--- config.mk ---
export PLATFORM = sky130hd
export DESIGN_NAME = tlb_tag_event_sampler
export DESIGN_NICKNAME = d
export VERILOG_FILES = /design/src/rtl/tlb_tag_event_sampler.sv
export SDC_FILE = /design/constraint.sdc
export NUM_CORES = 2
export LEC_CHECK = 0
export ABC_AREA = 0
export BUFFER_PORTS_ARGS = -buffer_cell sky130_fd_sc_hd__buf_2
export CAP_MARGIN = 20
export CELL_PAD_IN_SITES_DETAIL_PLACEMENT = 1
export CELL_PAD_IN_SITES_GLOBAL_PLACEMENT = 2
export CORE_ASPECT_RATIO = 0.7
export CORE_MARGIN = 3
export CORE_UTILIZATION = 32
export CTS_CLUSTER_SIZE = 40
export DETAILED_ROUTE_END_ITERATION = 8
export GPL_ROUTABILITY_DRIVEN = 0
export MAX_ROUTING_LAYER = met4
export PLACE_DENSITY = 0.8
export REMOVE_ABC_BUFFERS = 1
export SETUP_SLACK_MARGIN = 0.4
export SYNTH_ARGS = -nofsm -noshare
export SYNTH_HDL_FRONTEND = slang
export SYNTH_SLANG_ARGS = --single-unit
--- constraint.sdc ---
create_clock -name clk_i -period 14.91 [get_ports clk_i]
set_clock_uncertainty 0.15 [all_clocks]
set_input_delay 2.2365 -clock clk_i [delete_from_list [all_inputs] [get_ports clk_i]]
set_output_delay 2.2365 -clock clk_i [all_outputs]
set_load 0.005 [all_outputs]
--- src/rtl/tlb_tag_event_sampler.sv ---
// Watches a live TLB tag array, turns per-entry changes into FILL/INVAL/REPLACE/FLUSH
// event records, queues them in a small in-order FIFO and tracks occupancy and drops.
module tlb_tag_event_sampler #(
   parameter int unsigned TLB_ENTRIES = 16,
   parameter int unsigned ASID_WIDTH  = 16,
   parameter int unsigned WINDOW_SIZE = 5
) (
   input  logic                                    clk_i,
   input  logic                                    rst_i,
   input  logic [TLB_ENTRIES*(ASID_WIDTH+30)-1:0]  tlb_tags_i,
   input  logic                                    sample_en_i,
   output logic                                    evt_valid_o,
   input  logic                                    evt_ready_i,
   output logic [1:0]                              evt_kind_o,
   output logic [3:0]                              evt_idx_o,
   output logic [ASID_WIDTH-1:0]                   evt_asid_o,
   output logic [26:0]                             evt_vpn_o,
   output logic [1:0]                              evt_size_o,
   output logic [4:0]                              evt_cnt_o,
   output logic [4:0]                              occ_4k_o,
   output logic [4:0]                              occ_2m_o,
   output logic [4:0]                              occ_1g_o,
   output logic [15:0]                             drop_cnt_o
);

   localparam int unsigned EW     = ASID_WIDTH + 30;
   localparam int unsigned TW     = TLB_ENTRIES * EW;
   localparam int unsigned PTR_W  = (WINDOW_SIZE > 1) ? $clog2(WINDOW_SIZE) : 1;
   localparam int unsigned FCNT_W = $clog2(WINDOW_SIZE + 1);

   typedef enum logic [1:0] {
      KIND_FILL    = 2'd0,
      KIND_INVAL   = 2'd1,
      KIND_REPLACE = 2'd2,
      KIND_FLUSH   = 2'd3
   } kind_e;

   typedef struct packed {
      logic [1:0]            kind;
      logic [3:0]            idx;
      logic [ASID_WIDTH-1:0] asid;
      logic [26:0]           vpn;
      logic [1:0]            size;
      logic [4:0]            cnt;
   } evt_t;

   function automatic logic [1:0] size_of(input logic [EW-1:0] e);
      if (e[1]) return 2'd2;
      if (e[2]) return 2'd1;
      return 2'd0;
   endfunction

   function automatic evt_t make_rec(input kind_e k, input logic [3:0] idx,
                                     input logic [EW-1:0] e, input logic [4:0] cnt);
      evt_t r;
      r.kind = k;
      r.idx  = idx;
      r.asid = e[EW-1:30];
      r.vpn  = e[29:3];
      r.size = size_of(e);
      r.cnt  = cnt;
      return r;
   endfunction

   function automatic logic [PTR_W-1:0] next_ptr(input logic [PTR_W-1:0] p);
      return (p == PTR_W'(WINDOW_SIZE - 1)) ? '0 : p + PTR_W'(1);
   endfunction

   logic [TW-1:0]     prev_q, prev_d;
   evt_t              fifo_q [WINDOW_SIZE];
   evt_t              fifo_d [WINDOW_SIZE];
   logic [PTR_W-1:0]  rd_ptr_q, rd_ptr_d, wr_ptr_q, wr_ptr_d;
   logic [FCNT_W-1:0] fcnt_q, fcnt_d;
   logic [15:0]       drop_q, drop_d;
   logic [4:0]        occ_4k_q, occ_4k_d, occ_2m_q, occ_2m_d, occ_1g_q, occ_1g_d;

   logic [EW-1:0] p_e, c_e;
   logic [4:0]    inval_n, fr_n, coll_drop;
   logic          inval_hit, any_hit, push_req, push, pop, full, full_drop;
   evt_t          inval_rec, any_rec, push_rec, head;
   logic [16:0]   drop_sum;

   assign evt_valid_o = (fcnt_q != '0);

   always_comb begin
      p_e       = '0;
      c_e       = '0;
      inval_n   = '0;
      fr_n      = '0;
      inval_hit = 1'b0;
      any_hit   = 1'b0;
      inval_rec = '0;
      any_rec   = '0;
      occ_4k_d  = '0;
      occ_2m_d  = '0;
      occ_1g_d  = '0;
      for (int unsigned i = 0; i < TLB_ENTRIES; i++) begin
         p_e = prev_q[i*EW +: EW];
         c_e = tlb_tags_i[i*EW +: EW];
         if (c_e[0]) begin
            unique case (size_of(c_e))
               2'd2:    occ_1g_d = occ_1g_d + 5'd1;
               2'd1:    occ_2m_d = occ_2m_d + 5'd1;
               default: occ_4k_d = occ_4k_d + 5'd1;
            endcase
         end
         if (p_e[0] && !c_e[0]) begin
            inval_n = inval_n + 5'd1;
            if (!inval_hit) begin
               inval_hit = 1'b1;
               inval_rec = make_rec(KIND_FLUSH, 4'(i), p_e, 5'd0);
            end
            if (!any_hit) begin
               any_hit = 1'b1;
               any_rec = make_rec(KIND_INVAL, 4'(i), p_e, 5'd1);
            end
         end else if (!p_e[0] && c_e[0]) begin
            fr_n = fr_n + 5'd1;
            if (!any_hit) begin
               any_hit = 1'b1;
               any_rec = make_rec(KIND_FILL, 4'(i), c_e, 5'd1);
            end
         end else if (p_e[0] && c_e[0] && (p_e[EW-1:1] != c_e[EW-1:1])) begin
            fr_n = fr_n + 5'd1;
            if (!any_hit) begin
               any_hit = 1'b1;
               any_rec = make_rec(KIND_REPLACE, 4'(i), c_e, 5'd1);
            end
         end
      end

      // Two or more invalidations collapse into one FLUSH; fills/replaces that cycle are lost.
      push_req  = 1'b0;
      push_rec  = any_rec;
      coll_drop = '0;
      if (sample_en_i) begin
         if (inval_n >= 5'd2) begin
            push_req     = 1'b1;
            push_rec     = inval_rec;
            push_rec.cnt = inval_n;
            coll_drop    = fr_n;
         end else if (any_hit) begin
            push_req  = 1'b1;
            coll_drop = inval_n + fr_n - 5'd1;
         end
      end

      // When full, a same-cycle pop frees the head slot, which is exactly where wr_ptr points.
      pop       = evt_valid_o && evt_ready_i;
      full      = (fcnt_q == FCNT_W'(WINDOW_SIZE));
      push      = push_req && (!full || pop);
      full_drop = push_req && full && !pop;

      fifo_d = fifo_q;
      if (push) fifo_d[wr_ptr_q] = push_rec;
      wr_ptr_d = push ? next_ptr(wr_ptr_q) : wr_ptr_q;
      rd_ptr_d = pop  ? next_ptr(rd_ptr_q) : rd_ptr_q;
      fcnt_d   = fcnt_q + FCNT_W'(push) - FCNT_W'(pop);

      drop_sum = {1'b0, drop_q} + 17'(coll_drop) + 17'(full_drop);
      drop_d   = drop_sum[16] ? '1 : drop_sum[15:0];

      prev_d = tlb_tags_i;

      head = evt_valid_o ? fifo_q[rd_ptr_q] : '0;
   end

   always_ff @(posedge clk_i) begin
      if (rst_i) begin
         prev_q   <= '0;
         for (int unsigned k = 0; k < WINDOW_SIZE; k++) fifo_q[k] <= '0;
         rd_ptr_q <= '0;
         wr_ptr_q <= '0;
         fcnt_q   <= '0;
         drop_q   <= '0;
         occ_4k_q <= '0;
         occ_2m_q <= '0;
         occ_1g_q <= '0;
      end else begin
         prev_q   <= prev_d;
         fifo_q   <= fifo_d;
         rd_ptr_q <= rd_ptr_d;
         wr_ptr_q <= wr_ptr_d;
         fcnt_q   <= fcnt_d;
         drop_q   <= drop_d;
         occ_4k_q <= occ_4k_d;
         occ_2m_q <= occ_2m_d;
         occ_1g_q <= occ_1g_d;
      end
   end

   assign evt_kind_o = head.kind;
   assign evt_idx_o  = head.idx;
   assign evt_asid_o = head.asid;
   assign evt_vpn_o  = head.vpn;
   assign evt_size_o = head.size;
   assign evt_cnt_o  = head.cnt;
   assign occ_4k_o   = occ_4k_q;
   assign occ_2m_o   = occ_2m_q;
   assign occ_1g_o   = occ_1g_q;
   assign drop_cnt_o = drop_q;

endmodule

== Word-level counts from Yosys, hierarchy flattened ==
Cells that the tools add are included.

* Register bits: 1056
* Latch bits: 0
* RAM bits: 0
* Memory bits (read-only): 0
* Input bits: 740
* Logic and storage cells: 1509
* Memories kept: 0

* Add/subtract/negate cells: 83
* Multiply operators: 0
* Div/mod/pow operators: 0
* Order comparisons: 4
* Equal/unequal tests: 51
* Shift-type cells: 0
* Multiplexer cells: 1210
* Bitwise operators: 2
* Reductions and logical operators: 121

{| class="wikitable"
|+ Operator list
! operator !! number
|-
| 56-bit 2-to-1 mux || 130
|-
| 5-bit 2-to-1 mux || 153
|-
| 45-bit != test || 16
|-
| 2-bit 2-to-1 mux || 343
|-
| 1-bit 2-to-1 mux || 578
|-
| 5-bit by 1-bit adder with 5-bit output (second input constant) || 75
|-
| 280-bit bitwise mux || 1
|-
| 56-bit binary-select mux with 3-bit select || 1
|-
| 56-bit demux with 3-bit select || 1
|-
| 1-bit logical AND || 69
|-
| 1-bit logical NOT || 34
|-
| 2-bit by 1-bit == test with 1-bit output (second input constant) || 16
|-
| 2-bit == test (second input constant) || 16
|-
| 2-bit OR reduction || 16
|-
| 16-bit by 5-bit adder with 17-bit output || 1
|-
| 17-bit by 1-bit adder with 17-bit output || 1
|-
| 16-bit 2-to-1 mux || 1
|-
| 3-bit == test (second input constant) || 3
|-
| 4-bit greater-or-equal comparator (second input constant) || 2
|-
| 3-bit NOT with 4-bit output || 2
|-
| 3-bit by 1-bit adder with 3-bit output (second input constant) || 2
|-
| 3-bit 2-to-1 mux || 2
|-
| 5-bit adder || 1
|-
| 5-bit by 2-bit greater-or-equal comparator with 1-bit output (second input constant) || 1
|-
| 6 further kinds || 6
|}

== Depth between registers and ports, before layout ==
* Depth after elaboration: 79
* Depth in mapped cells: 67

== Worst setup path after synthesis ==
No wires, ideal clock.

* Path kind: input port to flip-flop
* Start: in tlb_tags_i[0]
* End: reg drop_q[10], in the netlist drop_cnt_o[10]
* Data arrival time: 13.863 ns
* Data required time: 14.627 ns
* Path slack: 0.765 ns
* Stages: 64
* Buffers on the path: 8
* Path through: buf_2 > nand2b_1 > clkbuf_1 > inv_1 > clkbuf_1 > clkbuf_1 > buf_1 > buf_1 > clkbuf_1 > ha_1 > nor2_1 > nor2_1 > ha_1 > nand3b_1 > nand2_1 > ha_1 > nor2_1 > a31oi_1 > (+28 left out) > nand2_1 > a21o_1 > o31a_1 > mux2i_1 > xnor2_2 > nor2_4 > nor2_1 > o21a_1 > fa_1 > fa_1 > a21o_1 > a21oi_1 > nor2b_1 > o21ai_0 > nor3_1 > nand3_1 > clkbuf_1 > a21oi_1

* Word-level cells in the longest chain between the ends: 73
* Elaborated cells between the ends (all ways): 161

{| class="wikitable"
|+ Ends and longest elaborated chain
! what !! line !! text
|-
| from (decl) || 10 || <nowiki>input logic [TLB_ENTRIES*(ASID_WIDTH+30)-1:0] tlb_tags_i,</nowiki>
|-
| 1-bit logical AND (2 in series) || 123 || <nowiki>end else if (p_e[0] && c_e[0] && (p_e[EW-1:1] != c_e[EW-1:1])) begin</nowiki>
|-
| 1-bit 2-to-1 mux || 123 ||
|-
| 1-bit 2-to-1 mux || 117 || <nowiki>end else if (!p_e[0] && c_e[0]) begin</nowiki>
|-
| 1-bit 2-to-1 mux || 107 || <nowiki>if (p_e[0] && !c_e[0]) begin</nowiki>
|-
| 5-bit by 1-bit adder with 5-bit output || 118, 124 ||
|-
| 5-bit 2-to-1 mux || 123 ||
|-
| 5-bit 2-to-1 mux || 117 ||
|-
| 5-bit 2-to-1 mux || 107 ||
|-
| (+56 left out) || - ||
|-
| 5-bit adder || 144 || <nowiki>coll_drop = inval_n + fr_n - 5'd1;</nowiki>
|-
| 5-bit by 1-bit subtractor with 5-bit output || 144 ||
|-
| 5-bit 2-to-1 mux || 142 || <nowiki>end else if (any_hit) begin</nowiki>
|-
| 5-bit 2-to-1 mux || 137 || <nowiki>if (inval_n >= 5'd2) begin</nowiki>
|-
| 5-bit 2-to-1 mux || 136 || <nowiki>if (sample_en_i) begin</nowiki>
|-
| 16-bit by 5-bit adder with 17-bit output || 160 || <nowiki>drop_sum = {1'b0, drop_q} + 17'(coll_drop) + 17'(full_drop);</nowiki>
|-
| 17-bit by 1-bit adder with 17-bit output * || 160 ||
|-
| 16-bit 2-to-1 mux * || 161 || <nowiki>drop_d = drop_sum[16] ? '1 : drop_sum[15:0];</nowiki>
|-
| to (signal assigned) || 185 || <nowiki>drop_q <= drop_d;</nowiki>
|-
| to (decl) || 74 || <nowiki>logic [15:0] drop_q, drop_d;</nowiki>
|}

Every way passes the cells marked *; elsewhere a longest branch is shown, timed or not.
A chain may end at the register's enable or synchronous reset.

== Worst setup path in the final report ==
* Start: in tlb_tags_i[27]
* End: reg drop_q[15], in the netlist drop_cnt_o[15]

* Word-level cells in the longest chain between the ends: 73
* Elaborated cells between the ends (all ways): 126

{| class="wikitable"
|+ Ends and longest elaborated chain
! what !! line
|-
| 45-bit != test * || 123
|-
| 1-bit logical AND * || 123
|-
| 1-bit 2-to-1 mux || 123
|-
| 1-bit 2-to-1 mux || 117
|-
| 1-bit 2-to-1 mux || 107
|-
| 5-bit by 1-bit adder with 5-bit output || 118, 124
|-
| 5-bit 2-to-1 mux || 123
|-
| 5-bit 2-to-1 mux || 117
|-
| (+57 left out) || -
|-
| 5-bit adder || 144
|-
| 5-bit by 1-bit subtractor with 5-bit output || 144
|-
| 5-bit 2-to-1 mux || 142
|-
| 5-bit 2-to-1 mux || 137
|-
| 5-bit 2-to-1 mux || 136
|-
| 16-bit by 5-bit adder with 17-bit output || 160
|-
| 17-bit by 1-bit adder with 17-bit output * || 160
|-
| 16-bit 2-to-1 mux * || 161
|}

Marked as above.

==> summary.md <==
| Metric | Value |
|---|---|
| Status | complete, but fails checks |
| Failing checks | DRC |
| Chip width | 553 µm |
| Hold EP | fifo_q[138]$_SDFFE_PP0P_ |
| Site row count | 139 |
| Slew headroom | 11.2% |
| CTS buffer count | 115 |
| Post-DR vias/cell | 6.29 |
| I/O pin cnt | 828 |
| Setup CP Type | input pin to register |
| DR DRC count | 15 |
| Critical path's largest stage delay | 500 ps |
| R2r worst-path depth | 65 |
| Hold Path Depth | 2 |
| Die height | 389 µm |
| Root Driver | clkbuf_16 |
| Total grt overflow | 0 |
| DPL Wire Length | 316000 µm |
| Worst r2r src | prev_q[4]$_SDFF_PP0_ |
| Worst-Margin Slew | 1320 ps |
| Cell mode on critical path | ha_1 |
| Share of cells above drive strength 1 | 17.9% |
| Netlist Area Pre-Place | 0.0670 mm² |
| Cells after Synth | 8035 |
| Register area share after synthesis | 31.6% |
| Largest net degree at the start of global routing | 172 |
| Critical-path maximum fanout | 4 |
| Fin crit share | 93.8% |
| FF+latch count, synth | 1056 |
| Global-route wire length before repair | 548000 µm |
| Nets | 9531 |
| Clock Path Buffers | 3 |
| CP endpoint kind | register |
| Syn avg cell area | 8.34 µm² |
| Synth top area cells | dfxtp_1 (32%), xnor2_1 (8.0%), nor2b_1 (7.1%) |
| Yosys cell types | 107 |
| Post-DRT Antenna Nets | 0 |
| Reg-to-reg critical path endpoint | drop_cnt_o[15]$_SDFF_PP0_ |
| Synth async-reset ratio | 0% |
| Post-Layout Cell Count | 11900 |
| Core area | 0.207 mm² |
| All-Layer GR Usage | 36.2% |
| Slowest CP cell | o211ai_1 |
| Number of synthesized flops with an enable pin | 0 |
| Worst setup SP type | input pin |
| Full die area | 0.215 mm² |
| Fin. Hold Viols | 0 |
| Area Growth Syn to Fin | 19.4% |
| Hold crit path type | register to register |
| Ys Warns | 0 |
| Pwr dens | 124 mW/mm² |
| Post-layout min period | 13980 ps |
| Initial drt markers | 10900 |
| Reg clk slew, reported paths | 60 ps |
| Post-Route WL | 401000 µm |
| Peak VDD IR | 121 µV |
| Synth top area share | 31.6% |
| Post-layout util | 38.7% |
| Main synth FF type | dfxtp_1 |
| Synth area leader | dfxtp_1 |
| Initial antenna violation count | 361 |
| Skew-Pair Late Insertion Delay | 800 ps |
| Pre-Repair DR Iteration Count | 9 |
| Max-cap violation count | 0 |
| Fmax | 71.5 MHz |
| WHS | 314 ps |
| Required @ worst endpoint | 15370 ps |
| PnR worst setup slack | 928 ps |
| Dpl cells | 11300 |
| Final setup viols | 0 |
| # clock sinks | 1056 |
| Tot Pwr | 9920 µW |
| Vias in the first global route | 71600 |
| Per-cell routed wire length | 33.8 µm |
| Leak | 0.0302 µW |
| Hold Startpoint | fifo_q[138]$_SDFFE_PP0P_ |
| H-tree depth | 3 |
| Placement Setup Slack | -347 ps |
| Arrival @ worst endpoint | 14440 ps |
| TritonCTS clock tree | yes |
| Port Buffers | 827 |
| FF-to-FF setup slack | 2120 ps |
| RSZ-0062 raised after global routing | no |
| CTS hold repair buffers | 0 |
| Max-slew violation count | 0 |
| Initial Utilization | 32.4% |
| DR vias | 74600 |
-- Yosys cell counts, drive strengths merged (14+ instances only) --
master and n:
o211ai 65, mux4 56, a221oi 123, and2 54, xnor3 20, o21ai 504
dfxtp 1056, a222oi 39, xor2 318, a2111oi 15, nand2b 32, xnor2 620
a221o 43, and4 17, o2111ai 18, a211oi 116, a211o 17, inv 100
a32oi 14, o221ai 81, mux2i 33, o22a 63, nor2b 762, ha 92
nor2 527, nor3 132, nand3b 156, nand2 447, buf 112, o2bb2ai 31
a31oi 53, o31ai 35, a21oi 406, or2 17, a22oi 199, and3 36
nor3b 28, nand3 124, o22ai 289, clkbuf 491, nand4 198, mux2 38
a21o 32, nor4 126, a22o 109
-- logic make-up after synthesis --
kind of cell	share of synthesized area [%]
multiplexers	3.01
buffers and inverters	4.30
AO/OA/AOI/OAI	24.0
adder cells (fa/ha/maj)	1.91
AND/OR/NAND/NOR	22.0
flip-flops	31.6
XOR/XNOR	13.3
-- worst max-delay path, delay by kind of cell --
family / cells / cell delay (ps)
XOR/XNOR: 9 / 2260
buffers and inverters: 4 / 530
adder cells (fa/ha/maj): 12 / 3470
multiplexers: 1 / 220
AND/OR/NAND/NOR: 21 / 2930
AO/OA/AOI/OAI: 18 / 2800
-- worst max path at each step --
| stage | from | slack (ps) | depth (start not counted) | endpoint |
|---|---|---|---|---|
| after detailed placement | tlb_tags_i[4] | -350 | 64 | drop_cnt_o[2]$_SDFF_PP0_ |
| after floorplan | tlb_tags_i[41] | -890 | 61 | drop_cnt_o[0]$_SDFF_PP0_ |
| after CTS | tlb_tags_i[4] | 510 | 64 | drop_cnt_o[2]$_SDFF_PP0_ |
| after global placement | tlb_tags_i[4] | 140 | 67 | drop_cnt_o[14]$_SDFF_PP0_ |
| after global routing | tlb_tags_i[26] | 330 | 67 | drop_cnt_o[13]$_SDFF_PP0_ |
| final | tlb_tags_i[27] | 930 | 65 | drop_cnt_o[15]$_SDFF_PP0_ |
-- area by class of cell --
class,instances,area (µm²)
repair buffers,1146,6590
well taps,2749,3440
multi-input cells,6272,43400
clock buffers,163,3320
clock inverters,47,841
inverters,104,390
flip-flops and latches,1056,21100
fillers,24700,127000
diodes,326,816
-- stage by stage --
stage,setup TNS (ps),area [µm²]
6_report,0,80000
5_1_grt,0,79800
4_1_cts,0,78900
3_5_place_dp,-5360,74700
3_3_place_gp,0,74700
2_1_floorplan,-13590,64500
-- layout by cell type, fill, tap and decap left out, drive strengths merged, types with 132 or more instances in the layout --
cell type and count:
clkbuf 163, nor3 132, nand2 447, xnor2 620, dfxtp 1056, buf 1146, o21ai 504, o22ai 289
nand4 198, nand3b 156, a22oi 199, diode 326, xor2 318, a21oi 406, nor2 527, nor2b 762
-- power by group --
| part | switching (µW) | internal (µW) | total (µW) |
|---|---|---|---|
| clock network | 1390 | 1880 | 3280 |
| registers | 169 | 3000 | 3170 |
| logic | 2110 | 1370 | 3480 |
| total | 3670 | 6250 | 9920 |
-- state kept, by name, indices dropped and copies added, names as in the netlist --
register and flops:
wr_ptr_q 3, occ_1g_o 5, occ_2m_o 5, rd_ptr_q 3
fcnt_q 3, drop_cnt_o 16, fifo_q 280, occ_4k_o 5
prev_q 736
-- routing by layer --
| layer | track usage (%) | wire (µm) | vias up |
|---|---|---|---|
| met2 | 47.7 | 159000 | 4689 |
| met4 | 23.2 | 29800 | 0 |
| met3 | 11.3 | 47900 | 949 |
| li1 | - | - | 31200 |
| met1 | 47.1 | 165000 | 37700 |
| met5 | - | 0 | - |
-- repair_timing --
| action | CTS | global route |
|---|---|---|
| pin swaps | 0 | 11 |
| buffers inserted | 0 | 4 |
| resized for setup | 1 | 30 |
| endpoints found under the setup margin | 16 | 16 |
No activity file was read; power rests on OpenSTA's default activity.
